[src/rtl/uart_mem_responder.sv]
// Byte-level command responder: decodes ping / memory read / memory write commands arriving
// from a UART receiver, drives a single-port memory and returns one reply byte per command.
module uart_mem_responder #(
  parameter int unsigned ADDR_W  = 8,
  parameter int unsigned TIMEOUT = 100000
) (
  input  logic              clk_i,
  input  logic              reset_i,
  input  logic              rx_valid_i,
  input  logic [7:0]        rx_byte_i,
  input  logic              tx_empty_i,
  output logic              tx_ld_o,
  output logic [7:0]        tx_byte_o,
  output logic [ADDR_W-1:0] mem_addr_o,
  output logic [7:0]        mem_wdata_o,
  output logic              mem_we_o,
  output logic              mem_re_o,
  input  logic [7:0]        mem_rdata_i,
  output logic              busy_o,
  output logic              cmd_err_o,
  output logic              overrun_o
);

  localparam int unsigned CntW = $clog2(TIMEOUT + 1);
  localparam logic [CntW-1:0] CntLast = CntW'(TIMEOUT - 1);

  typedef enum logic [2:0] {
    StIdle, StGetAddr, StGetData, StMemWr, StMemRd, StRdWait, StSend
  } state_e;

  state_e            state_q, state_d;
  logic              is_write_q, is_write_d;
  logic [ADDR_W-1:0] addr_q, addr_d;
  logic [7:0]        data_q, data_d;
  logic [7:0]        reply_q, reply_d;
  logic [CntW-1:0]   cnt_q, cnt_d;
  logic              cmd_err_q, cmd_err_d;
  logic              overrun_q, overrun_d;

  always_ff @(posedge clk_i) begin
    if (reset_i) begin
      state_q    <= StIdle;
      is_write_q <= 1'b0;
      addr_q     <= '0;
      data_q     <= '0;
      reply_q    <= '0;
      cnt_q      <= '0;
      cmd_err_q  <= 1'b0;
      overrun_q  <= 1'b0;
    end else begin
      state_q    <= state_d;
      is_write_q <= is_write_d;
      addr_q     <= addr_d;
      data_q     <= data_d;
      reply_q    <= reply_d;
      cnt_q      <= cnt_d;
      cmd_err_q  <= cmd_err_d;
      overrun_q  <= overrun_d;
    end
  end

  always_comb begin
    state_d    = state_q;
    is_write_d = is_write_q;
    addr_d     = addr_q;
    data_d     = data_q;
    reply_d    = reply_q;
    cnt_d      = '0;
    cmd_err_d  = cmd_err_q;
    overrun_d  = overrun_q;
    tx_ld_o    = 1'b0;
    mem_we_o   = 1'b0;
    mem_re_o   = 1'b0;

    unique case (state_q)
      StIdle: begin
        if (rx_valid_i) begin
          unique case (rx_byte_i)
            8'h50: begin
              reply_d = 8'h50;
              state_d = StSend;
            end
            8'h52: begin
              is_write_d = 1'b0;
              state_d    = StGetAddr;
            end
            8'h57: begin
              is_write_d = 1'b1;
              state_d    = StGetAddr;
            end
            default: begin
              reply_d   = 8'h3F;
              cmd_err_d = 1'b1;
              state_d   = StSend;
            end
          endcase
        end
      end
      StGetAddr, StGetData: begin
        // An arriving byte wins over a simultaneous timeout expiry.
        if (rx_valid_i) begin
          if (state_q == StGetAddr) begin
            addr_d  = ADDR_W'(rx_byte_i);
            state_d = is_write_q ? StGetData : StMemRd;
          end else begin
            data_d  = rx_byte_i;
            state_d = StMemWr;
          end
        end else if (cnt_q == CntLast) begin
          cmd_err_d = 1'b1;
          state_d   = StIdle;
        end else begin
          cnt_d = cnt_q + 1'b1;
        end
      end
      StMemWr: begin
        mem_we_o = 1'b1;
        reply_d  = 8'h4B;
        state_d  = StSend;
      end
      StMemRd: begin
        mem_re_o = 1'b1;
        state_d  = StRdWait;
      end
      StRdWait: begin
        reply_d = mem_rdata_i;
        state_d = StSend;
      end
      StSend: begin
        if (tx_empty_i) begin
          tx_ld_o = 1'b1;
          state_d = StIdle;
        end
      end
      default: state_d = StIdle;
    endcase

    if (rx_valid_i && (state_q inside {StMemWr, StMemRd, StRdWait, StSend})) begin
      overrun_d = 1'b1;
    end
  end

  assign tx_byte_o   = reply_q;
  assign mem_addr_o  = addr_q;
  assign mem_wdata_o = data_q;
  assign busy_o      = (state_q != StIdle);
  assign cmd_err_o   = cmd_err_q;
  assign overrun_o   = overrun_q;

endmodule

[config.mk]
export PLATFORM = sky130hd
export DESIGN_NAME = uart_mem_responder
export DESIGN_NICKNAME = d
export VERILOG_FILES = /design/src/rtl/uart_mem_responder.sv
export SDC_FILE = /design/constraint.sdc
export NUM_CORES = 1
export LEC_CHECK = 0
export CAP_MARGIN = 30
export CORE_ASPECT_RATIO = 1.2
export CORE_MARGIN = 4
export CORE_UTILIZATION = 51
export CTS_BUF_LIST = sky130_fd_sc_hd__clkbuf_8
export CTS_CLUSTER_SIZE = 28
export DETAILED_ROUTE_END_ITERATION = 10
export MAX_ROUTING_LAYER = met4
export PLACE_DENSITY = 0.81
export SYNTH_ARGS = -nofsm -noshare
export SYNTH_HDL_FRONTEND = slang
export SYNTH_SLANG_ARGS = --single-unit
export TNS_END_PERCENT = 5
[constraint.sdc]
create_clock -name clk_i -period 1.9 [get_ports clk_i]
set_input_delay 0.38 -clock clk_i [delete_from_list [all_inputs] [get_ports clk_i]]
set_output_delay 0.38 -clock clk_i [all_outputs]
set_load 0.05 [all_outputs]
# Word-level counts from Yosys, hierarchy flattened
# Cells that the tools add are included.
dict set report classes {
  n_reduce_logical 18
  n_mux 21
  bitwise 2
  add_sub_neg 1
  eq_ne 17
}
# op n
set ops {}
lappend ops {{$eq A8 B7 Y1 const B} 3}
lappend ops {{$pmux W8 S3} 1}
lappend ops {{$mux W3} 7}
lappend ops {{$add A17 B1 Y17 const B} 1}
lappend ops {{$eq A17 B17 Y1 const B} 1}
lappend ops {{$pmux W8 S2} 1}
lappend ops {{$pmux W3 S5} 1}
lappend ops {{$reduce_and A3 Y1} 5}
lappend ops {{$ne A2 B2 Y1 const B} 6}
lappend ops {{$eq A3 B3 Y1 const B} 3}
lappend ops {{$mux W1} 8}
lappend ops {{$mux W8} 1}
lappend ops {{$eq A3 B2 Y1 const B} 2}
lappend ops {{$reduce_bool A3 Y1} 2}
lappend ops {{$reduce_or A2 Y1} 3}
lappend ops {{$reduce_and A5 Y1} 1}
lappend ops {{$pmux W1 S2} 2}
lappend ops {{$reduce_bool A2 Y1} 2}
lappend ops {{$reduce_bool A4 Y1} 1}
lappend ops {{$reduce_or A4 Y1} 1}
lappend ops {{$eq A3 B1 Y1 const B} 1}
lappend ops {{$logic_not A3 Y1} 1}
lappend ops {{$ne A3 B3 Y1 const B} 1}
lappend ops {{$reduce_or A3 Y1} 1}
lappend ops {{other kinds (2)} 3}
dict set report totals {
  wordCells 67
  out_inout_bits 30
  register_bits 47
}

# Longest topological paths before layout
dict set report depth {
  depth_word 5
  ltp_mapped 8
  ltp_nobuf 6
}

# Least setup slack after synthesis
# OpenSTA, ideal clock, no wires.
dict set report synth_timing {
  path_kind {register to output}
  start {reg state_q[2]}
  end {out tx_ld_o}
  path_stages_with_launch 4
  t_arrival_ps 1789
  path_buffers 1
  path_slack_ps -269
  path_cell_list {dfxtp_1 -> clkbuf_1 -> nand2_1 -> nor3b_1}
}
dict set report synth_between {
  elab_chain_cells 2
}
# item line
set synth_rtl {}
lappend synth_rtl {{from (decl)} 31} ;# state_e state_q, state_d;
lappend synth_rtl {{from (signal assigned)} 42} ;# state_q <= StIdle;
lappend synth_rtl {{from (signal assigned)} 51} ;# state_q <= state_d;
lappend synth_rtl {{$eq A3 B3 Y1} 75} ;# unique case (state_q)
lappend synth_rtl {{$mux W1} 75}
lappend synth_rtl {{to (decl)} 12} ;# output logic tx_ld_o,
# No other way between the ends.

# Final worst setup path
dict set report layout_timing {
  start {in rx_byte_i[2]}
  end {reg state_q[0]}
}
dict set report layout_between {
  elab_chain_cells 5
  elab_cells_between_ends 6
  classes_between {2 x eq/ne; 3 x mux; 1 x reduce/logical}
}
# item line
set layout_rtl {}
lappend layout_rtl {{from (decl)} 10} ;# input logic [7:0] rx_byte_i,
lappend layout_rtl {{$eq A8 B7 Y1} 78} ;# unique case (rx_byte_i)
lappend layout_rtl {{$reduce_or A2 Y1 (no source line) (*)} --}
lappend layout_rtl {{$mux W3 (*)} 78}
lappend layout_rtl {{$mux W3 (*)} 77} ;# if (rx_valid_i) begin
lappend layout_rtl {{$pmux W3 S5 (*)} 75}
# Mark *: on every way between the ends. The rest lies on a longest branch, timed or not. The select of a mux whose other input is x is not followed.
# A chain may end at the register's enable or synchronous reset.

==> impl_metrics.env <==
export IMPL_status="finished clean"
export IMPL_syn_instance_count=259
export IMPL_p_switching_mw=1.448
export IMPL_r2r_start="cnt_q[0]$_SDFF_PP0_"
export IMPL_reg2reg_depth=6
export IMPL_yosys_area_share_simple_pct=27.42
export IMPL_crit_type="primary input to flop"
export IMPL_synth_area_mux_share_pct=4.205
export IMPL_clockBufferDepth=2
export IMPL_ys_async_sr_fraction_pct=0
export IMPL_whs_ps=412.8
export IMPL_wl_mm=4.845
export IMPL_synthesis_area_um2=2172
export IMPL_drv_slew=0
export IMPL_grt_pass1_wl_mm=8.169
export IMPL_n_antenna_cell=0
export IMPL_synth_top_family_by_area="simple AND/OR/NAND/NOR gates"
export IMPL_worstPathMaxFanout=2
export IMPL_synth_edff_count=0
export IMPL_dieHeight_um=79.49
export IMPL_grt_usage_pct=19.94
export IMPL_die_area_um2=5372
export IMPL_synth_distinct_cells=40
export IMPL_first_pass_iters=4
export IMPL_vias=1952
export IMPL_fin_setup_tns_ps=0
export IMPL_io_pins=50
export IMPL_synth_fp_nets=280
export IMPL_initial_core_util_pct=53.83
export IMPL_yosysMostFrequentCell="dfxtp_1"
export IMPL_p_comb_share_pct=47.2
export IMPL_synth_yosys_seq_area_share_pct=43.32
export IMPL_cts_buffers_inserted=5
export IMPL_grt_pass1_vias=1873
export IMPL_synth_area_leaders="dfxtp_1 (43%), nor2_1 (6.4%), nand2_1 (4.8%)"
export IMPL_avgSynthCellArea_um2=8.386
export IMPL_clock_power_share_pct=17.6
export IMPL_drtIter0Drc=80
export IMPL_seq_power_share_pct=35.2
export IMPL_power_leakage_nw=1.116
export IMPL_cts_tree="done"
export IMPL_instances_no_fill=376
export IMPL_min_period_over_period_pct=98.33
export IMPL_required_ps=2100
export IMPL_ys_top_cells_by_count="dfxtp_1 (47), nor2_1 (37), nand2_1 (28)"
export IMPL_drc=0
export IMPL_grt_max_degree=31
export IMPL_crit_path_end_kind="flop"
export IMPL_synth_top_area_cell="dfxtp_1"
export IMPL_antenna_found_initial=0
export IMPL_worstSetupStartpointType="primary input"
export IMPL_synth_compound_area_share_pct=11.81
export IMPL_yosys_warnings=0
export IMPL_fmax_mhz=535.2
export IMPL_hold_viol=0
export IMPL_cap_viol_max_count=0
export IMPL_ys_seq_elements=47
export IMPL_cp_arrival_ps=2070
export IMPL_htree_levels=2
export IMPL_drive_gt1_share_pct=14.29
export IMPL_fin_nets=342
export IMPL_peakVddDrop_mv=0.6725
export IMPL_worstSetupStartpoint="rx_byte_i[2]"
export IMPL_cts_sinks=47
export IMPL_place_congestion=0.8485
export IMPL_core_area_um2=4035
export IMPL_grt_ovfl_total=0
export IMPL_ant_nets=0
export IMPL_maxSlewHeadroom_pct=65.64
export IMPL_fin_area_um2=2979
export IMPL_row_count=25
export IMPL_dpl_instance_area_um2=2856
export IMPL_clkLatencyLatePin_ps=290
export IMPL_p_sw_share_pct=40.13
export IMPL_placed_cells=368
export IMPL_worstHoldStart="rx_byte_i[1]"
export IMPL_fin_skew_ps=4.801
export IMPL_route_detailed_wl_per_inst_um=12.89
export IMPL_via_per_inst=5.191
export IMPL_root_buffer="clkbuf_8"
export IMPL_dp_hpwl_mm=3.453
export IMPL_layout_min_cycle_time_ps=1868
export IMPL_hp_class="primary input to flop"
export IMPL_die_x_um=67.58
export IMPL_ctsHoldBuffers=0
export IMPL_holdPathStages=3
export IMPL_tightest_slew_ps=511.5
export IMPL_port_buffers=49
export IMPL_p_int_mw=2.161
export IMPL_synth_xor_area_share_pct=7.258
export IMPL_netlist_area_leader_share_pct=43.32
export IMPL_power_density_nw_per_um2=1212
export IMPL_synth_fa_ha_area_share_pct=0.5760
export IMPL_ys_flop_type="dfxtp_1"
export IMPL_clk_pin_slew_ps=80
export IMPL_setup_viol=0
export IMPL_syn_to_final_growth_pct=37.15
## placed cells by master (no fill, tap or decap), types with 8 or more instances in the layout
| master | n |
|---|---|
| a21oi_1 | 20 |
| buf_4 | 26 |
| clkdlybuf4s50_1 | 36 |
| dfxtp_1 | 45 |
| inv_1 | 10 |
| mux2i_1 | 8 |
| nand2_1 | 28 |
| nand3_1 | 11 |
| nor2_1 | 37 |
| xor2_1 | 12 |
## worst paths after layout
check / end / slack, ps
setup / recovery: state_q[0]$_SDFFE_PP0P_ / 30
hold / removal: mem_wdata_o[1]$_SDFFE_PP0P_ / 410
setup reg to reg: cmd_err_o$_SDFFE_PP0P_ / 160
hold reg to reg: cmd_err_o$_SDFFE_PP0P_ / 460
## critical path, cell delays in order
cell             delay (ps)
clkdlybuf4s50_1         430
xor2_1                  170
or3_4                   370
nor3b_1                 140
or3_1                   320
a221oi_2                250
## state kept, by name (all words and copies together), names as in the netlist
name,cells
mem_wdata_o,8
cnt_q,17
mem_addr_o,8
state_q,3
is_write_q,1
overrun_o,1
cmd_err_o,1
tx_byte_o,8
## routing by layer
| metal | part of all wire (%) | up-vias | global-route usage [%] |
|---|---|---|---|
| li1 | - | 1005 | - |
| met1 | 45 | 901 | 24.05 |
| met2 | 49 | 42 | 31.84 |
| met3 | 4.7 | 4 | 4.930 |
| met4 | 0.91 | 0 | 7.302 |
| met5 | 0 | - | - |
## through the flow
step	setup slack, ps	total power [mW]	utilization, %
floorplan	-67.02	2.397	-
global placement	-273.5	2.962	70.79
detailed placement	-335.9	2.988	70.79
CTS	-31.33	3.635	73.30
global route	-4.271	3.826	73.83
finish	31.68	3.609	73.83
## power groups by stage
| stage | clock, mW | sequential [mW] | combinational, mW |
|---|---|---|---|
| after CTS | 0.657 | 1.27 | 1.71 |
| after floorplan | 0 | 1.59 | 0.811 |
| after global placement | 0 | 1.28 | 1.68 |
| final | 0.636 | 1.27 | 1.70 |
| after detailed placement | 0 | 1.29 | 1.70 |
| after global routing | 0.697 | 1.30 | 1.83 |
## logic make-up (layout without fill, tap and decap cells)
kind of cell               count (synthesis)  count (layout)
AOI/OAI and AO/OA                         40              40
buffers and inverters                     26              89
muxes                                      9               9
and+or+nand+nor                          118             118
xor gates and xnor gates                  18              18
adders and majority gates                  1               1
DFF                                       47              47
## final cells by class
type / instances / area [um^2]
Multi-Input combinational cell: 186 / 1124
Sequential cell: 47 / 943.4
Timing Repair Buffer: 72 / 710.7
Clock buffer: 7 / 96.34
Clock inverter: 1 / 3.754
Fill cell: 291 / 1056
Inverter: 9 / 33.78
Tap cell: 54 / 67.56
## timing repair
| action | CTS | global route |
|---|---|---|
| endpoints found under the setup margin | 2 | 4 |
| pin swaps | 0 | 2 |
| gates resized for setup | 1 | 8 |
| setup buffers | 0 | 0 |
Power figures use the tool's default switching activity.
